===== config.mk =====
export PLATFORM = sky130hd
export DESIGN_NAME = handshake_source_flat
export DESIGN_NICKNAME = d
export VERILOG_FILES = /design/src/rtl/handshake_source_if.sv /design/src/rtl/handshake_source.sv /design/src/flat_wrapper.sv
export SDC_FILE = /design/constraint.sdc
export NUM_CORES = 1
export LEC_CHECK = 0
export ABC_AREA = 0
export BUFFER_PORTS_ARGS = -buffer_cell sky130_fd_sc_hd__buf_2
export CORE_MARGIN = 1.5
export CORE_UTILIZATION = 51
export CTS_CLUSTER_DIAMETER = 150
export DETAILED_ROUTE_END_ITERATION = 6
export GPL_ROUTABILITY_DRIVEN = 0
export PLACE_DENSITY_LB_ADDON = 0.08
export SLEW_MARGIN = 30
export SYNTH_ARGS = -nofsm -noshare
export SYNTH_HDL_FRONTEND = slang
export SYNTH_SLANG_ARGS = --single-unit

===== constraint.sdc =====
create_clock -name clk -period 2.5 [get_ports clk]
set_input_delay 0.25 -clock clk [delete_from_list [all_inputs] [get_ports clk]]
set_output_delay 0.25 -clock clk [all_outputs]
set_load 0.02 [all_outputs]

===== src/rtl/handshake_source_if.sv =====
// handshake_source_if: single-beat valid/ready channel.
//   s_d_valid : source -> sink, payload valid
//   s_d_ready : sink -> source, sink can accept
//   s_d_data  : source -> sink, payload (DW bits)
// master modport is the source side, slave modport is the sink side.
interface handshake_source_if #(
  parameter int DW = 8
) ();
  logic          s_d_valid;
  logic          s_d_ready;
  logic [DW-1:0] s_d_data;

  modport master (output s_d_valid, output s_d_data, input s_d_ready);
  modport slave  (input s_d_valid, input s_d_data, output s_d_ready);
endinterface


===== src/rtl/handshake_source.sv =====
// handshake_source: valid/ready traffic generator.
// Emits cfg_bursts bursts of cfg_len beats, with cfg_gap idle cycles between
// bursts. The payload is an incrementing sequence starting at cfg_base and
// continues across bursts.
// Ports:
//   clk, rst            clock, synchronous active-high reset
//   start               run request, only honoured in IDLE
//   cfg_base/len/gap/bursts  run configuration, latched when start is accepted
//   s_d (master)        outgoing handshake channel
//   busy                run in progress (SEND/GAP)
//   done                one-cycle pulse when the run ends
//   beat_cnt/stall_cnt  saturating counts of accepted beats / stalled cycles
// Every output is a flop; s_d_ready only feeds next-state logic.
module handshake_source #(
  parameter int DW = 8,
  parameter int LW = 8,
  parameter int CW = 16
) (
  input  logic                   clk,
  input  logic                   rst,
  input  logic                   start,
  input  logic [DW-1:0]          cfg_base,
  input  logic [LW-1:0]          cfg_len,
  input  logic [LW-1:0]          cfg_gap,
  input  logic [LW-1:0]          cfg_bursts,
  handshake_source_if.master     s_d,
  output logic                   busy,
  output logic                   done,
  output logic [CW-1:0]          beat_cnt,
  output logic [CW-1:0]          stall_cnt
);

  typedef enum logic [1:0] {IDLE, SEND, GAP, FIN} state_t;

  typedef struct packed {
    logic [LW-1:0] len;
    logic [LW-1:0] gap;
    logic [LW-1:0] bursts;
  } cfg_t;

  state_t        state_q,     state_n;
  cfg_t          cfg_q,       cfg_n;
  logic [LW-1:0] beat_q,      beat_n;      // beat index inside current burst
  logic [LW-1:0] burst_q,     burst_n;     // burst index inside the run
  logic [LW-1:0] gap_q,       gap_n;       // idle cycles spent in GAP
  logic          valid_q,     valid_n;
  logic [DW-1:0] data_q,      data_n;
  logic          busy_q,      busy_n;
  logic          done_q,      done_n;
  logic [CW-1:0] beat_cnt_q,  beat_cnt_n;
  logic [CW-1:0] stall_cnt_q, stall_cnt_n;

  logic last_beat, last_burst;
  assign last_beat  = (beat_q  == cfg_q.len    - 1'b1);
  assign last_burst = (burst_q == cfg_q.bursts - 1'b1);

  always_ff @(posedge clk) begin
    if (rst) begin
      state_q     <= IDLE;
      cfg_q       <= '0;
      beat_q      <= '0;
      burst_q     <= '0;
      gap_q       <= '0;
      valid_q     <= 1'b0;
      data_q      <= '0;
      busy_q      <= 1'b0;
      done_q      <= 1'b0;
      beat_cnt_q  <= '0;
      stall_cnt_q <= '0;
    end else begin
      state_q     <= state_n;
      cfg_q       <= cfg_n;
      beat_q      <= beat_n;
      burst_q     <= burst_n;
      gap_q       <= gap_n;
      valid_q     <= valid_n;
      data_q      <= data_n;
      busy_q      <= busy_n;
      done_q      <= done_n;
      beat_cnt_q  <= beat_cnt_n;
      stall_cnt_q <= stall_cnt_n;
    end
  end

  always_comb begin
    state_n     = state_q;
    cfg_n       = cfg_q;
    beat_n      = beat_q;
    burst_n     = burst_q;
    gap_n       = gap_q;
    valid_n     = valid_q;
    data_n      = data_q;
    busy_n      = busy_q;
    done_n      = 1'b0;
    beat_cnt_n  = beat_cnt_q;
    stall_cnt_n = stall_cnt_q;

    unique case (state_q)
      IDLE: begin
        if (start) begin
          beat_cnt_n  = '0;
          stall_cnt_n = '0;
          if (cfg_len != '0 && cfg_bursts != '0) begin
            cfg_n   = '{len: cfg_len, gap: cfg_gap, bursts: cfg_bursts};
            beat_n  = '0;
            burst_n = '0;
            data_n  = cfg_base;
            valid_n = 1'b1;
            busy_n  = 1'b1;
            state_n = SEND;
          end else begin
            // Empty run: report completion without sending anything.
            done_n  = 1'b1;
            busy_n  = 1'b0;
            state_n = FIN;
          end
        end
      end

      SEND: begin
        if (valid_q && s_d.s_d_ready) begin
          if (beat_cnt_q != {CW{1'b1}}) beat_cnt_n = beat_cnt_q + 1'b1;
          data_n = data_q + 1'b1;
          if (!last_beat) begin
            beat_n = beat_q + 1'b1;
          end else begin
            beat_n = '0;
            if (last_burst) begin
              valid_n = 1'b0;
              busy_n  = 1'b0;
              done_n  = 1'b1;
              state_n = FIN;
            end else begin
              burst_n = burst_q + 1'b1;
              // Zero gap keeps valid up so bursts run back-to-back.
              if (cfg_q.gap != '0) begin
                valid_n = 1'b0;
                gap_n   = '0;
                state_n = GAP;
              end
            end
          end
        end else if (valid_q) begin
          if (stall_cnt_q != {CW{1'b1}}) stall_cnt_n = stall_cnt_q + 1'b1;
        end
      end

      GAP: begin
        // Valid re-rises on the edge that closes the cfg_gap-th idle cycle.
        if (gap_q == cfg_q.gap - 1'b1) begin
          valid_n = 1'b1;
          state_n = SEND;
        end else begin
          gap_n = gap_q + 1'b1;
        end
      end

      FIN: begin
        busy_n  = 1'b0;
        state_n = IDLE;
      end

      default: state_n = IDLE;
    endcase
  end

  assign s_d.s_d_valid = valid_q;
  assign s_d.s_d_data  = data_q;
  assign busy          = busy_q;
  assign done          = done_q;
  assign beat_cnt      = beat_cnt_q;
  assign stall_cnt     = stall_cnt_q;

endmodule


===== src/flat_wrapper.sv =====
// flat-port wrapper written by rule: the top's interface ports become plain ports
module handshake_source_flat 
#(
  parameter int DW = 8,
  parameter int LW = 8,
  parameter int CW = 16
)
  (clk, rst, start, cfg_base, cfg_len, cfg_gap, cfg_bursts, busy, done, beat_cnt, stall_cnt, s_d_s_d_valid, s_d_s_d_data, s_d_s_d_ready);
  handshake_source_if #(.DW(DW)) s_d_i ();
  input  logic clk;
  input  logic rst;
  input  logic start;
  input  logic [DW-1:0] cfg_base;
  input  logic [LW-1:0] cfg_len;
  input  logic [LW-1:0] cfg_gap;
  input  logic [LW-1:0] cfg_bursts;
  output logic busy;
  output logic done;
  output logic [CW-1:0] beat_cnt;
  output logic [CW-1:0] stall_cnt;
  output wire logic [$bits(s_d_i.s_d_valid)-1:0] s_d_s_d_valid;
  output wire logic [$bits(s_d_i.s_d_data)-1:0] s_d_s_d_data;
  input wire logic [$bits(s_d_i.s_d_ready)-1:0] s_d_s_d_ready;
  assign s_d_s_d_valid = s_d_i.s_d_valid;
  assign s_d_s_d_data = s_d_i.s_d_data;
  assign s_d_i.s_d_ready = s_d_s_d_ready;
  handshake_source #(.DW(DW), .LW(LW), .CW(CW)) u_core (.clk(clk), .rst(rst), .start(start), .cfg_base(cfg_base), .cfg_len(cfg_len), .cfg_gap(cfg_gap), .cfg_bursts(cfg_bursts), .s_d(s_d_i), .busy(busy), .done(done), .beat_cnt(beat_cnt), .stall_cnt(stall_cnt));
endmodule

Word level (Yosys, flattened, before mapping):

Index checks and enable logic that the tools add are counted.
Widths: inputs -> output; s select.

* bits in registers: 93
* bits in latches: 0
* RAM bits: 0
* memory bits (read-only): 0
* memories kept: 0

* add/subtract/negate cells: 9
* multiply operators: 0
* div/mod/pow operators: 0
* order comparisons: 0
* equal/unequal tests: 22
* shift operators: 0
* mux-type cells: 55
* bitwise operators: 0
* reductions and logical operators: 19

Operators by type and width (number)
* $mux 8: 15
* $mux 16: 6
* $pmux 16 s2: 2
* $pmux 8 s2: 4
* $add 16x1->16 const B: 2
* $add 8x1->8 const B: 4
* $ne 16x16->1 const B: 2
* $eq 8x8->1: 3
* $reduce_bool 8->1: 3
* $sub 8x1->8 const B: 3
* $ne 2x1->1 const B: 9
* $mux 1: 17
* $reduce_and 5->1: 3
* $mux 2: 7
* $reduce_and 6->1: 2
* $ne 2x2->1 const B: 4
* $pmux 2 s4: 1
* $reduce_and 4->1: 2
* $reduce_and 7->1: 1
* $pmux 1 s3: 2
* $reduce_bool 3->1: 2
* $eq 2x2->1 const B: 2
* $reduce_bool 2->1: 2
* $ne 3x1->1 const B: 1
* 5 further kinds: 6

Depth between registers and ports, before layout:

* word-level depth: 6
* gate-level depth with buffers: 13
* gate-level depth less buffers: 10

Worst setup path after synthesis:

OpenSTA, ideal clock, no wires.

* path type: register to register
* from: register u_core.cfg_q[16] (netlist bit)
* to: register u_core.burst_q[7]
* setup time: 70 ps
* data arrival time: 2560 ps
* required time: 2430 ps
* setup slack: -130 ps
* cell stages (with the launch flop): 9
* path buffers: 0
* period minus slack after synthesis: 2630 ps
* cells stage by stage: dfxtp_1 > or4_4 > or4_1 > a31oi_1 > nand4_2 > nand2_4 > nand2_4 > or4_1 > a21oi_1

* cells in the longest elaborated chain, start to end: 4

RTL lines
* from (decl): line handshake_source.sv:42 `cfg_t cfg_q, cfg_n;`
* from (signal assigned): line handshake_source.sv:72 `cfg_q <= cfg_n;`
* $sub 8x1->8: line handshake_source.sv:54 `assign last_beat = (beat_q == cfg_q.len - 1'b1);`
* $eq 8x8->1: line handshake_source.sv:54
* $ne 2x1->1 (no line)
* $reduce_and 6->1 (no line)
* to (signal assigned): line handshake_source.sv:74 `burst_q <= burst_n;`
* to (decl): line handshake_source.sv:44 `logic [LW-1:0] burst_q, burst_n;`

Every way passes these cells.
A chain may end at the register's enable or synchronous reset.

Final worst setup path:

* from: register u_core.cfg_q[17] (netlist bit)
* to: register u_core.burst_q[7]

Same word-level chain as after synthesis.

==> impl_metrics.tcl <==
set metrics [dict create \
    cts_sinks 93 \
    num-nets-final 746 \
    crit_top_cell "or4_4" \
    outcome "complete, no violations" \
    p_leak_uw 0.00254 \
    min_period_over_period_pct 99.7 \
    cts_tree "built" \
    ant_nets 0 \
    rows 35 \
    cts_root_buf "clkbuf_8" \
    yosysMostFrequentCell "dfxtp_1" \
    synth_top_area_cell "dfxtp_1" \
    clk_pin_slew_ns 0.10 \
    irDropWorstVdd_mv 0.472 \
    crit_buf_inv 0 \
    hold_viol_final 0 \
    fin_area_um2 6030 \
    wirelength_um 11500 \
    powerDensity_nw_per_um2 864 \
    crit_cells 8 \
    max_stage_delay_ns 0.53 \
    die_y_um 102 \
    die_area_um2 10400 \
    overflow 0 \
    start_kind "flop" \
    drv.max_cap_violation_count 0 \
    ys_warn_count 0 \
    dp_hpwl_um 8470 \
    hold_class "input port to flop" \
    dr.pass1.iters 4 \
    avgSynthCellArea_um2 8.38 \
    fin_crit_ns 2.49 \
    diodes 0 \
    r2r_cells 8 \
    synthCells 597 \
    num_vias 4602 \
    relSlewSlack_pct 65.6 \
    portBuffers 78 \
    path_cells "or4_4, or4_4, a31oi_4, nand4_4, nand2_4, nand2_4, or4_4, a21oi_2" \
    hold_depth 3 \
    antenna_found_initial 0 \
    grt_max_degree 33 \
    clk_latency_ns 0.37 \
    synth_fp_nets 647 \
    layout-drive-gt1-share_pct 22.7 \
    rsz0062_at_grt "yes" \
    cts_hold_buf 0 \
    routedWlPerCell_um 13.9 \
    slew_viol_final 0 \
    clockBufferDepth 2 \
    start_util_pct 53.4 \
    arrival_ns 2.81 \
    syn_to_final_growth_pct 20.5 \
    yosysSeqAreaShare_pct 37.2 \
    critical_path_class "flop to flop" \
    worst-path-max-fanout 7 \
    finClkSkew_ns 0.0145 \
    synth_common_cells "dfxtp_1, nor2_1, nand2_1" \
    cpMaxStageDelayCell "or4_4" \
    synth_seq_cells 93 \
    h-tree-depth 3 \
    fmax_mhz 401 \
    place_area_um2 5710 \
    synth_edf_count 0 \
    synth.cell_area_um2 5000 \
    grt_usage_pct 22.8 \
    ios 79 \
    routed_via_density 5.55 \
    grt_pass1_wl_um 19300 \
    fillers 848 \
    ys_types 60 \
    core-area_um2 9370 \
    crit_family "simple AND/OR/NAND/NOR gates" \
    end_kind "flop" \
    die_width_um 102 \
    required_ns 2.81 \
    drc 0 \
    final_util_pct 64.3 \
    synthArstFlopShare_pct 0 \
    first_iter_violations 210 \
    reg2reg_slack_ns 0.007 \
    yosys.area.top_type_share_pct 37.2 \
    synthTopCellsByArea "dfxtp_1, nor2_1, mux2i_1" \
    finalSetupViolCount 0 \
    synth_flop_cell "dfxtp_1" \
    tightest_slew_ns 0.511 \
    grt_pass1_vias 4309 \
    cts_inserted_buffers 9 \
]
-- final cells by class --
| type | count | area [um2] | area share [%] |
|---|---|---|---|
| inverter | 18 | 67.6 | 1.12 |
| tap | 129 | 161 | 2.68 |
| multi-input combinational | 463 | 3090 | 51.3 |
| timing repair buffer | 111 | 651 | 10.8 |
| sequential | 93 | 1870 | 31.0 |
| clock inverter | 6 | 62.6 | 1.04 |
| clock buffer | 9 | 124 | 2.06 |
-- worst register-to-register path, cell delays in order (launching register included) --
cell and delay [ns]:
dfxtp_1 0.32, or4_4 0.53, or4_4 0.44, a31oi_4 0.21
nand4_4 0.12, nand2_4 0.14, nand2_4 0.09, or4_4 0.49
a21oi_2 0.12
-- layout by cell type, fill, tap and decap left out, types with 19 or more instances in the layout --
cell type / instances
nor2_1: 92
dfxtp_1: 89
buf_2: 78
nand2_1: 46
xor2_1: 34
buf_4: 32
mux2i_1: 31
xnor2_1: 27
nand3_1: 23
a21oi_1: 22
o21ai_0: 19
-- metal layers --
layer  track usage, %  up-vias  share of wire (%)
met1             28.0     2164                 45
met2             41.1      101                 50
met3             3.83       17                4.3
met4             6.43        0                1.2
li1                 -     2320                  -
met5                0        -                  0
-- where the power goes --
group / total (uW) / switching [uW] / leakage, uW / internal, uW
registers: 1870 / 197 / 0.000758 / 1670
logic: 2340 / 1350 / 0.00168 / 993
clock network: 999 / 540 / 0.0000996 / 459
total: 5210 / 2090 / 0.00254 / 3120
-- stage by stage --
step	total power [uW]	setup TNS [ns]	hold WS, ns	worst slack (ns)	cells
floorplan	3480	0	0.394	0.00529	597
global placement	4060	-0.129	0.482	-0.0396	811
detailed placement	4110	-0.520	0.490	-0.0954	811
CTS	5160	-0.0123	0.115	-0.0123	827
global route	5570	-0.205	0.126	-0.0558	829
finish	5210	0	0.121	0.00704	829
-- registers in the layout, summed over array words and instances, names as in the netlist --
name and cells:
u_core.cfg_q 24, u_core.busy 1, u_core.stall_cnt 16, u_core.beat_cnt 16, u_core.beat_q 8, u_core.gap_q 8, u_core.s_d.s_d_data 8, u_core.s_d.s_d_valid 1
u_core.done 1, u_core.state_q 2, u_core.burst_q 8
-- worst paths after layout --
check                                                   start                              to
worst max-delay path            u_core.cfg_q[17]$_SDFFE_PP0P_  u_core.burst_q[7]$_SDFFE_PP0P_
worst min-delay path                               cfg_gap[1]    u_core.cfg_q[9]$_SDFFE_PP0P_
worst max register to register  u_core.cfg_q[17]$_SDFFE_PP0P_  u_core.burst_q[7]$_SDFFE_PP0P_
worst min register to register  u_core.cfg_q[23]$_SDFFE_PP0P_   u_core.cfg_q[23]$_SDFFE_PP0P_
-- what timing repair did --
action                                  in CTS  in global routing
pin swaps                                    2                 10
endpoints found under the setup margin      11                 34
hold endpoints to repair                     0                  0
buffers inserted                             1                  2
resized for setup                            7                 17
-- cell families after synthesis --
| group | after synthesis | share of synthesized area [%] |
|---|---|---|
| fa+ha+maj | 14 | 3.50 |
| flops | 93 | 37.2 |
| mux | 32 | 6.43 |
| compound gates | 106 | 14.0 |
| buf+inv | 41 | 3.23 |
| xor+xnor | 63 | 11.3 |
| simple gates | 248 | 24.3 |
Power figures use the tool's default switching activity.
